### config.mk
export PLATFORM = sky130hd
export DESIGN_NAME = mdu_iter
export DESIGN_NICKNAME = d
export VERILOG_FILES = /design/src/rtl/mdu_iter.sv
export SDC_FILE = /design/constraint.sdc
export NUM_CORES = 1
export LEC_CHECK = 0
export CORE_ASPECT_RATIO = 0.5
export CORE_MARGIN = 2
export CORE_UTILIZATION = 30
export CTS_CLUSTER_DIAMETER = 40
export DETAILED_ROUTE_END_ITERATION = 12
export GPL_TIMING_DRIVEN = 1
export PLACE_DENSITY_LB_ADDON = 0.15
export SLEW_MARGIN = 20
export SYNTH_ARGS = -nofsm -noshare
export SYNTH_HDL_FRONTEND = slang
export SYNTH_SLANG_ARGS = --single-unit
export TNS_END_PERCENT = 50
### constraint.sdc
create_clock -name clk -period 4.2 [get_ports clk]
set_input_delay 0.42 -clock clk [delete_from_list [all_inputs] [get_ports clk]]
set_output_delay 0.42 -clock clk [all_outputs]
set_load 0.03 [all_outputs]
### src/rtl/mdu_iter.sv
// Iterative 32-bit multiply/divide unit: radix-2 shift-add multiply and restoring
// divide over a 64-bit work register, with HI/LO result registers.
module mdu_iter (
    input  logic        clk,
    input  logic        clrn,
    input  logic [31:0] a,
    input  logic [31:0] b,
    input  logic [1:0]  op,
    input  logic        start,
    output logic [31:0] hi,
    output logic [31:0] lo,
    output logic        busy,
    output logic        done
);

    typedef enum logic [1:0] {IDLE, CALC, FIX} state_t;

    typedef struct packed {
        logic        is_div;
        logic        neg_lo;   // negate quotient / whole product
        logic        neg_hi;   // negate remainder
        logic        dz;       // divide by zero
        logic [31:0] a_raw;
        logic [31:0] mc;       // multiplicand or divisor magnitude
    } req_t;

    state_t      state, state_nx;
    logic [4:0]  cnt;
    logic [63:0] w;
    req_t        rq;

    logic        sgn;
    logic [31:0] ma, mb;
    logic [32:0] mul_sum;
    logic [32:0] rem33;
    logic        ge;
    logic [31:0] diff;

    assign sgn = ~op[0];
    assign ma  = (sgn && a[31]) ? -a : a;
    assign mb  = (sgn && b[31]) ? -b : b;

    assign mul_sum = {1'b0, w[63:32]} + (w[0] ? {1'b0, rq.mc} : 33'd0);
    assign rem33   = {w[63:32], w[31]};
    assign ge      = rem33 >= {1'b0, rq.mc};
    // Fits in 32 bits whenever ge holds, since the partial remainder stays below the divisor.
    assign diff    = rem33[31:0] - rq.mc;

    assign busy = (state != IDLE);

    always_ff @(posedge clk or negedge clrn) begin
        if (!clrn) state <= IDLE;
        else       state <= state_nx;
    end

    always_comb begin
        state_nx = state;
        case (state)
            IDLE:    if (start)         state_nx = CALC;
            CALC:    if (cnt == 5'd31)  state_nx = FIX;
            FIX:     if (cnt == 5'd1)   state_nx = IDLE;
            default:                    state_nx = IDLE;
        endcase
    end

    always_ff @(posedge clk or negedge clrn) begin
        if (!clrn) begin
            cnt  <= '0;
            w    <= '0;
            rq   <= '0;
            hi   <= '0;
            lo   <= '0;
            done <= 1'b0;
        end else begin
            done <= 1'b0;
            case (state)
                IDLE: if (start) begin
                    cnt       <= '0;
                    w         <= {32'd0, ma};
                    rq.mc     <= mb;
                    rq.a_raw  <= a;
                    rq.is_div <= op[1];
                    rq.neg_lo <= sgn && (a[31] ^ b[31]);
                    rq.neg_hi <= sgn && op[1] && a[31];
                    rq.dz     <= op[1] && (b == 32'd0);
                end
                CALC: begin
                    cnt <= cnt + 5'd1;
                    if (!rq.is_div) w <= {mul_sum, w[31:1]};
                    else if (ge)    w <= {diff, w[30:0], 1'b1};
                    else            w <= {rem33[31:0], w[30:0], 1'b0};
                end
                FIX: begin
                    // First FIX cycle applies the sign fix-up, second publishes HI/LO.
                    if (cnt == 5'd0) begin
                        cnt <= 5'd1;
                        if (!rq.is_div) begin
                            if (rq.neg_lo) w <= -w;
                        end else if (rq.dz) begin
                            w <= {rq.a_raw, 32'hFFFF_FFFF};
                        end else begin
                            w <= {rq.neg_hi ? -w[63:32] : w[63:32],
                                  rq.neg_lo ? -w[31:0]  : w[31:0]};
                        end
                    end else begin
                        cnt  <= '0;
                        hi   <= w[63:32];
                        lo   <= w[31:0];
                        done <= 1'b1;
                    end
                end
                default: cnt <= '0;
            endcase
        end
    end

endmodule

==> Word-level counts from Yosys, hierarchy flattened <==
Cells that the tools add are included.
{ "totals": {"input_bits": 69, "register_bits": 204, "out_inout_bits": 66, "word_cells": 74} }
{ "op_classes": {"muxes": 22, "reduce_logical": 16, "n_lt_le_gt_ge": 1, "bitwise_logic": 3, "eq_ne": 11, "add_sub_neg": 8} }
{ "op_table": {"columns": ["cell", "count"], "rows": [
  ["two-way mux 64 bit", 7],
  ["one-hot mux 64 bit (3 select lines)", 1],
  ["two-way mux 32 bit", 5],
  ["negator 32 bit", 4],
  ["negator 64 bit", 1],
  ["adder 32 x 32 -> 33 bit", 1],
  [">= comparator 33 x 32 -> 1 bit", 1],
  ["logical NOT 32 bit", 1],
  ["subtractor 32 bit", 1],
  ["one-hot mux 5 bit (3 select lines)", 1],
  ["AND reduction 5 bit", 2],
  ["!= test 2 bit, second input constant", 4],
  ["logical AND 1 bit", 6],
  ["two-way mux 2 bit", 3],
  ["!= test 3 bit, second input constant", 2],
  ["one-hot mux 2 bit (3 select lines)", 1],
  ["adder 5 x 1 -> 5 bit, second input constant", 1],
  ["equality test 5 x 1 -> 1 bit, second input constant", 1],
  ["equality test 5 bit, second input constant", 1],
  ["logical NOT 5 bit", 1],
  ["two-way mux 5 bit", 1],
  ["!= test 4 bit, second input constant", 1],
  ["AND reduction 2 bit", 2],
  ["two-way mux 1 bit", 3],
  ["8 further kinds", 9]
]} }

==> Depth between registers and ports, before layout <==
Gate-level depths: netlist of the first run.
{ "depth": {"depth_word": 6, "ltp_mapped": 14, "mapped_depth_nobuf": 13} }

==> Worst setup path before layout of the first run <==
No wires, ideal clock.
{ "synth_timing": {"kind": "register to register", "startpoint": "register w[0]", "endpoint": "register w[52]", "arrival_ps": 3052, "required_ps": 4064, "path_stages_with_launch": 15, "synth_period_minus_slack_ps": 3188, "slack_ps": 1012, "path_buffers": 3, "setup_ps": 136, "cell_sequence": "dfrtp_1 > inv_1 > buf_1 > ha_1 > nor3b_2 > and4_1 > clkbuf_1 > nand4_1 > and2_1 > clkbuf_1 > nor4_2 > xor2_1 > o21ai_0 > a221oi_1 > a31oi_1"} }
{ "synth_between": {"elab_chain_cells": 5, "word_cells_on_any_way": 8, "cone_classes": "add/sub (2); mux (6)"} }
{ "synth_lines": {"columns": ["item", "line_no", "text"], "rows": [
  ["from (decl)", "29", "logic [63:0] w;"],
  ["from (signal assigned)", "79", "w <= {32'd0, ma};"],
  ["from (signal assigned)", "89", "if (!rq.is_div) w <= {mul_sum, w[31:1]};"],
  ["from (signal assigned)", "90", "else if (ge) w <= {diff, w[30:0], 1'b1};"],
  ["negator 64 bit", "98", "if (rq.neg_lo) w <= -w;"],
  ["two-way mux 64 bit", "98", null],
  ["two-way mux 64 bit", "97", "if (!rq.is_div) begin"],
  ["two-way mux 64 bit", "95", "if (cnt == 5'd0) begin"],
  ["one-hot mux 64 bit (3 select lines) (*)", "76", "case (state)"]
]} }
Mark *: on every way between the ends. The rest lies on a longest branch, timed or not. The select of a mux whose other input is x is not followed.
A chain may end at the register's enable or synchronous reset.

==> Final worst setup path of the first run <==
{ "layout_timing": {"startpoint": "register w[0]", "endpoint": "register w[62]"} }
The elaborated chain is that of the path after synthesis.

==> results.yml, run 1 <==
synthesis:
  yosysMostFrequentCell: "dfrtp_1"
  ys_top_cells_by_count: "dfrtp_1 (204), nand2_1 (198), nor2_1 (182), o21ai_0 (169), a21oi_1 (156)"
  yosysWarningCount: 0
  netlist_area_sq_mm: 0.0164
  yosys_register_bits: 204
  synthTopCellsByArea: "dfrtp_1 (31%), ha_1 (5.9%), mux2_2 (5.8%)"
  ys_seq_area_share_pct: 31.2
  synth_edf_count: 0
  synthDistinctLibCells: 78
  dominantRegCellSynth: "dfrtp_1"
  synth_nets: 2151
  async_reset_ff_share_pct: 100
  syn_inst: 2003
  yosys.area.top_type: "dfrtp_1"
  yosysTopAreaCellShare_pct: 31.2
  synth_area_per_cell_sq_um: 8.17
detailed_routing:
  ant_nets: 0
  wirelength_um: 65100
  post_drt_wl_per_cell_um: 22.7
  dr_total_vias: 15800
  first_pass_iters: 6
  vias_per_cell: 5.52
  drc: 0
  drt_iter0_drc: 1400
critical_path:
  path_depth: 13
  critPathSlowestCell: "dfrtp_1"
  max_stage_delay_ns: 0.48
  worstRegToRegCells: 13
  path_cells: "inv_1 > buf_4 > nor2_1 > ha_1 > a211oi_1 > o211ai_1 > a211oi_1 > nor3_1 > o31a_1 > a21oi_1 > mux2i_1 > o22ai_1 > a211o_1"
  reg2reg_to: "w[62]"
  regToRegSetupSlack_ns: 0.61
  rr_startpoint: "w[0]"
  crit_buf_inv: 2
  arrival_ns: 4.00
  critPathMaxFanout: 15
  endpoint: "w[62]"
  critPathKind: "register to register"
  worstPathRequired_ns: 4.61
  startpoint_type: "register"
  cpMostUsedCell: "a211oi_1"
  setup.worst_path.end_class: "register"
  cp_top_family: "compound AO/OA/AOI/OAI gates"
  crit_start: "w[0]"
timing:
  rsz0062_at_grt: "no"
  setup-tns-final_ns: 0
  fin_skew_ns: 0.0223
  slew-limit-headroom_pct: 34.1
  whs_ns: 0.478
  hold_viol_final: 0
  period_needed_ns: 3.59
  maxSlewViolCount: 0
  max_slew.worst_pin.slew_ns: 0.987
  layout_setup_ws_ns: 0.612
  min_period_over_period_pct: 85.4
  setup_viol: 0
  max_freq_ghz: 0.279
clock_network:
  path_clk_slew_ns: 0.05
  clk_path_buf_depth: 3
  numCtsBuffers: 36
  post_cts_buffers: 0
  cts_tree: "yes"
  htreeDepth: 2
  cts.sinks: 204
  ctsResizeCount: 0
  cts_root_buf: "clkbuf_16"
  clock_latency_ns: 0.53
cells_and_area:
  areaGrowthSynthToFinish_pct: 22.4
  ff_latch_area_sq_mm: 0.00511
  finish.utilization_pct: 37.2
  fillers: 5506
  nets: 2275
  n_antenna_cell: 0
  multi_input_area_sq_mm: 0.0105
  drive_gt1_share_pct: 11.9
  fin_cells: 2864
die:
  io_pins: 135
  start_util_pct: 30.4
  rows: 60
  die-area_sq_mm: 0.0566
  fp.dieH_um: 169
  die_x_um: 334
  core_sq_mm: 0.0538
grt:
  grt_usage_pct: 22.7
  grt_start_max_net_pins: 84
  grt_pass1_wl_um: 98300
  grt_pass1_vias: 15100
  antenna_found_initial: 2
  grt-ovfl-total: 0
power:
  cellPowerDensity_mw_per_mm2: 758
  peakVddDrop_v: 0.000298
  leakagePower_nw: 8.67
placement:
  placed_cells_incl_taps: 2801
  dp_hpwl_um: 49400
  port-buffer-count: 134
  place_congestion: 0.945
  pre_cts_slack_ns: 0.628
outcome:
  status: "complete, no violations"
run:
  drv_cap: 0
min_path:
  hold_class: "input pin to asynchronous set/reset pin"
==> sequential cells by signal, summed over array words and instances, names as in the netlist <==
| name | cells |
|---|---|
| cnt | 5 |
| state | 2 |
| rq | 68 |
| hi | 32 |
| done | 1 |
| lo | 32 |
| w | 64 |
==> how the worst min path moves through the flow <==
| stage | slack (ns) | to | cells past startpoint |
|---|---|---|---|
| 6_report | 0.48 | lo[27] | 2 |
| 3_5_place_dp | 0.46 | lo[27] | 1 |
| 5_1_grt | 0.51 | rq[23] | 2 |
| 2_1_floorplan | 0.12 | cnt[0] | 0 |
| 3_3_place_gp | 0.46 | lo[27] | 1 |
| 4_1_cts | 0.48 | rq[23] | 2 |
==> power by group <==
part | total [mW] | leakage, nW | internal (mW) | switching, mW
Clock | 3.01 | 0.591 | 1.92 | 1.09
Combinational | 8.75 | 5.43 | 3.31 | 5.44
Sequential | 3.41 | 2.65 | 2.59 | 0.828
==> metal layers <==
layer / global-route usage, % / wire length [um]
met1: 34.2 / 32500
met2: 33.9 / 27300
met3: 3.63 / 4150
met4: 4.54 / 1160
met5: 0 / 0
==> cells in the final DEF (no fill, tap or decap), types with 37 or more instances in the layout <==
cell type and n:
inv_1 76, clkbuf_16 37, nand3_1 39, o21ai_0 169, mux2_2 85, mux2i_1 49, nand2_1 196, buf_4 80
nor3_1 55, xnor2_1 82, nor2_1 182, ha_1 77, xor2_1 58, a21oi_1 156, clkdlybuf4s50_1 133, dfrtp_1 203
==> through the flow <==
step | instance area (sq um) | power [mW]
2_1_floorplan | 16400 | 9.05
3_3_place_gp | 18800 | 12.0
3_5_place_dp | 18800 | 12.0
4_1_cts | 20000 | 15.1
5_1_grt | 20000 | 16.2
6_report | 20000 | 15.2
==> logic make-up (layout without fill, tap and decap cells) <==
family | after synthesis | in the layout | synth area share [%]
buffers and inverters | 210 | 358 | 4.89
DFF | 204 | 204 | 31.2
and+or+nand+nor | 638 | 638 | 18.5
xor gates and xnor gates | 141 | 141 | 7.59
AOI/OAI and AO/OA | 597 | 597 | 22.9
muxes | 134 | 134 | 8.85
adders and majority gates | 79 | 79 | 6.13
==> cell type report <==
class                           count  share of cell area (%)
Multi-Input combinational cell   1589                    52.3
Sequential cell                   204                    25.5
Timing Repair Buffer              220                    10.3
Clock buffer                       45                    4.97
Tap cell                          713                    4.45
Inverter                           76                    1.42
Clock inverter                     17                    1.02
==> timing repair <==
item,in CTS,in global routing
hold buffers,1,0
hold endpoints to repair,80,0
endpoints found under the setup margin,0,0
Note: power is estimated with default switching activity, not from simulation.
==> run 2, diff against run 1 <==
--- a/config.mk
+++ b/config.mk
@@ -5,9 +5,11 @@
 export SDC_FILE = /design/constraint.sdc
 export NUM_CORES = 1
 export LEC_CHECK = 0
+export CAP_MARGIN = 20
 export CORE_ASPECT_RATIO = 0.5
 export CORE_MARGIN = 2
 export CORE_UTILIZATION = 30
+export CTS_BUF_LIST = sky130_fd_sc_hd__clkbuf_16
 export CTS_CLUSTER_DIAMETER = 40
 export DETAILED_ROUTE_END_ITERATION = 12
 export GPL_TIMING_DRIVEN = 1
==> results.yml, run 2 (synthesis gave the netlist of run 1 again) <==
die:
  die-area_sq_mm: 0.0566
  start_util_pct: 30.4
  die_x_um: 334
  rows: 60
  core_sq_mm: 0.0538
  io_pins: 135
  fp.dieH_um: 169
cells_and_area:
  ff_latch_area_sq_mm: 0.00511
  nets: 2275
  largestRegisters: "rq (68), w (64)"
  final_common_cell: "dfrtp_1"
  drive_gt1_share_pct: 11.8
  multi_input_area_sq_mm: 0.0105
  fillers: 5512
  largest_reg_flops: 68
  layout_common_cells: "dfrtp_1 (203), nand2_1 (196), nor2_1 (182)"
  areaGrowthSynthToFinish_pct: 22.1
  largest_register: "rq"
placement:
  pre_cts_slack_ns: 0.628
  dp_hpwl_um: 49400
  place_congestion: 0.945
  port-buffer-count: 134
grt:
  grt_pass1_vias: 15100
  grt_use_met3_pct: 3.67
  antenna_found_initial: 2
  grt_usage_pct: 22.7
  grt_pass1_wl_um: 98300
  met2_usage_pct: 33.9
  met1_usage_pct: 34.2
  busiest_layer: "met1"
  grt-ovfl-total: 0
  grt_start_max_net_pins: 84
critical_path:
  rr_startpoint: "w[0]"
  path_cells: "inv_1 > buf_4 > nor2_1 > ha_1 > a211oi_1 > o211ai_1 > a211oi_1 > nor3_1 > o31a_1 > a21oi_1 > mux2i_1 > o22ai_1 > a211o_1"
  startpoint_type: "register"
  worstPathRequired_ns: 4.61
  crit_start: "w[0]"
  arrival_ns: 4.00
  critPathSlowestCell: "dfrtp_1"
  cpMostUsedCell: "a211oi_1"
  critPathMaxFanout: 16
  max_stage_delay_ns: 0.48
  setup.worst_path.end_class: "register"
  critPathKind: "register to register"
timing:
  maxSlewViolCount: 0
  fin_skew_ns: 0.0230
  hold_viol_final: 0
  whs_ns: 0.476
  max_slew.worst_pin.slew_ns: 1.01
  setup-tns-final_ns: 0
  rsz0062_at_grt: "no"
  slew-limit-headroom_pct: 32.8
  setup_viol: 0
  period_needed_ns: 3.59
  min_period_over_period_pct: 85.5
  max_freq_ghz: 0.279
  layout_setup_ws_ns: 0.610
clock_network:
  htreeDepth: 2
  clk_path_buf_depth: 3
  cts_root_buf: "clkbuf_16"
  cts.sinks: 204
  ctsResizeCount: 0
  clock_latency_ns: 0.53
  post_cts_buffers: 0
  cts_tree: "yes"
  numCtsBuffers: 36
  path_clk_slew_ns: 0.05
detailed_routing:
  ant_nets: 0
  drt_iter0_drc: 1492
  dr_total_vias: 15900
  post_drt_wl_per_cell_um: 22.7
  wirelength_um: 65000
  first_pass_iters: 5
  vias_per_cell: 5.54
  drc: 0
run:
  drv_cap: 0
min_path:
  hold_class: "input pin to asynchronous set/reset pin"
power:
  peakVddDrop_v: 0.000299
  leakagePower_nw: 8.66
  cellPowerDensity_mw_per_mm2: 754
outcome:
  status: "complete, no violations"
## run 2: timing repair
action | in CTS | in global routing
hold endpoints to repair | 80 | 0
endpoints found under the setup margin | 0 | 0
hold buffers | 1 | 0
## run 2: path summary, 6_finish.rpt
check / end / slack (ns) / depth (start not counted)
worst max-delay path: w[62] / 0.61 / 13
worst min-delay path: lo[27] / 0.48 / 2
worst min register to register: rq[2] / 0.48 / 2
worst max register to register: w[62] / 0.61 / 13
min in group clk: rq[2] / 0.48 / 2
max in group asynchronous: w[50] / 2.73 / 3
## run 2: layout make-up
class	instances	area share [%]
clock buffer	37	4.63
antenna	1	0.0125
timing repair buffer	220	10.3
tap	713	4.46
clock inverter	25	1.18
multi-input combinational	1589	52.4
inverter	76	1.43
sequential	204	25.6
## run 2: metal layers
| metal | wire length, um | vias up |
|---|---|---|
| li1 | - | 7553 |
| met5 | 0 | - |
| met2 | 27200 | 520 |
| met3 | 4130 | 70 |
| met1 | 32500 | 7733 |
| met4 | 1160 | 0 |
## run 2: report_power, final
group          switching [mW]  internal, mW  leakage (nW)  total [mW]
Sequential              0.830          2.59          2.65        3.42
Clock                    1.09          1.84         0.585        2.93
Combinational            5.42          3.31          5.43        8.73
## run 2: critical path, delay by kind of cell, from the launching register on
kind | cells | cell delay, ns
muxes | 1 | 0.22
and+or+nand+nor | 2 | 0.21
DFF | 1 | 0.48
buffers and inverters | 2 | 0.36
AOI/OAI and AO/OA | 7 | 1.96
adders and majority gates | 1 | 0.24
## run 2: stage by stage
step / std cells / utilization (%) / area (sq um) / power (mW)
2_1_floorplan: 2003 / - / 16400 / 9.05
3_3_place_gp: 2801 / 35.0 / 18800 / 12.0
3_5_place_dp: 2801 / 35.0 / 18800 / 12.0
4_1_cts: 2864 / 37.1 / 20000 / 15.0
5_1_grt: 2864 / 37.1 / 20000 / 16.1
6_report: 2865 / 37.1 / 20000 / 15.1
==> run 3, diff against run 2 <==
==> constraint.sdc (replaced) <==
create_clock -name clk -period 4.2 [get_ports clk]
set_input_delay 0.84 -clock clk [delete_from_list [all_inputs] [get_ports clk]]
set_output_delay 0.84 -clock clk [all_outputs]
set_load 0.03 [all_outputs]
==> results.yml, run 3 (synthesis gave the netlist of run 1 again) <==
min_path:
  hold_class: "input pin to asynchronous set/reset pin"
cells_and_area:
  largest_reg_flops: 68
  areaGrowthSynthToFinish_pct: 22.3
  largest_register: "rq"
  final_common_cell: "dfrtp_1"
  n_antenna_cell: 0
  nets: 2277
  layout_common_cells: "dfrtp_1 (203), nand2_1 (195), nor2_1 (182)"
  drive_gt1_share_pct: 12.0
  largestRegisters: "rq (68), w (64)"
detailed_routing:
  dr_total_vias: 15800
  ant_nets: 0
  vias_per_cell: 5.51
  post_drt_wl_per_cell_um: 22.5
  drc: 0
  drt_iter0_drc: 1360
  first_pass_iters: 6
  wirelength_um: 64500
power:
  switching_share_pct: 48.7
  leakagePower_nw: 8.67
  peakVddDrop_v: 0.000272
  cellPowerDensity_mw_per_mm2: 750
  comb_power_share_pct: 58.0
  p_seq_share_pct: 22.7
  power.switching_mw: 7.31
  internal-power_mw: 7.70
  pwr-share-clk_pct: 19.3
clock_network:
  numCtsBuffers: 37
  clock_latency_ns: 0.54
  htreeDepth: 2
  cts_root_buf: "clkbuf_16"
  clk_path_buf_depth: 3
  post_cts_buffers: 0
  ctsResizeCount: 0
  cts.sinks: 204
  path_clk_slew_ns: 0.06
  cts-hold-fix-buffers: 0
  cts_tree: "yes"
critical_path:
  max_stage_delay_ns: 0.46
  critPathMaxFanout: 6
  critPathKind: "register to register"
  critPathSlowestCell: "dfrtp_1"
  startpoint_type: "register"
  setup.worst_path.end_class: "register"
  cpMostUsedCell: "inv_1"
  worstPathRequired_ns: 4.60
  path_cells: "inv_1 > ha_1 > inv_1 > fa_1 > a21oi_1 > o22ai_1 > o31ai_1 > buf_4 > xor2_1 > mux2i_1 > or3_1 > a32o_1"
  arrival_ns: 4.06
run:
  drv_cap: 0
placement:
  port-buffer-count: 134
  place_congestion: 0.927
  dp_hpwl_um: 48700
  pre_cts_slack_ns: 0.220
die:
  rows: 60
  core_sq_mm: 0.0538
  die_x_um: 334
  io_pins: 135
  die-area_sq_mm: 0.0566
  start_util_pct: 30.4
  fp.dieH_um: 169
timing:
  max_slew.worst_pin.slew_ns: 1.05
  layout_setup_ws_ns: 0.545
  max_freq_ghz: 0.274
  maxSlewViolCount: 0
  hold_viol_final: 0
  fin_skew_ns: 0.0212
  setup_viol: 0
  min_period_over_period_pct: 87.0
  slew-limit-headroom_pct: 29.9
  rsz0062_at_grt: "no"
  period_needed_ns: 3.66
  setup-tns-final_ns: 0
grt:
  grt_pass1_vias: 15400
  grt-ovfl-total: 0
  antenna_found_initial: 1
  grt_usage_pct: 22.7
  grt_start_max_net_pins: 101
  grt_pass1_wl_um: 99000
outcome:
  status: "complete, no violations"
## run 3: metal layers
| metal | track usage (%) | wire (um) |
|---|---|---|
| met1 | 33.8 | 31700 |
| met5 | 0 | 13 |
| met4 | 5.97 | 1630 |
| met3 | 3.35 | 3900 |
| met2 | 34.0 | 27200 |
## run 3: power groups by stage
stage	combinational (mW)	sequential, mW	clock [mW]
2_1_floorplan	5.99	3.06	0
3_3_place_gp	8.56	3.41	0
3_5_place_dp	8.55	3.41	0
4_1_cts	8.61	3.38	2.97
5_1_grt	9.56	3.48	3.06
6_report	8.71	3.40	2.90
## run 3: cell type report
cell class / count / area, sq um
fillers: 5531 / 33800
inverters: 76 / 285
clock inverters: 28 / 211
flip-flops and latches: 204 / 5110
well taps: 713 / 892
clock buffers: 39 / 976
multi-input cells: 1589 / 10500
repair buffers: 221 / 2050
## run 3: worst paths after layout
kind	startpoint	end	slack [ns]	depth (start not counted)
setup reg to reg	w[31]	w[42]	0.54	12
hold reg to reg	hi[9]	hi[9]	0.48	2
setup / recovery	w[31]	w[42]	0.54	12
min in group clk	hi[9]	hi[9]	0.48	2
max in group asynchronous	clrn	rq[10]	2.99	2
hold / removal	clrn	lo[26]	0.37	1
## run 3: critical path, delay by kind of cell (launching register included)
| kind | cells | cell delay (ns) |
|---|---|---|
| and+or+nand+nor | 1 | 0.36 |
| adders and majority gates | 2 | 0.67 |
| DFF | 1 | 0.46 |
| buffers and inverters | 3 | 0.52 |
| muxes | 1 | 0.12 |
| AOI/OAI and AO/OA | 4 | 1.09 |
| xor gates and xnor gates | 1 | 0.29 |
## run 3: metrics by stage
stage	instance area [sq um]	cells	utilization [%]	power, mW	hold slack [ns]
CTS	20000	2870	37.2	15.0	0.397
detailed placement	18800	2803	35.0	12.0	0.472
global placement	18800	2803	35.0	12.0	0.459
finish	20000	2870	37.2	15.0	0.367
floorplan	16400	2003	-	9.05	0.444
global route	20000	2870	37.2	16.1	0.425
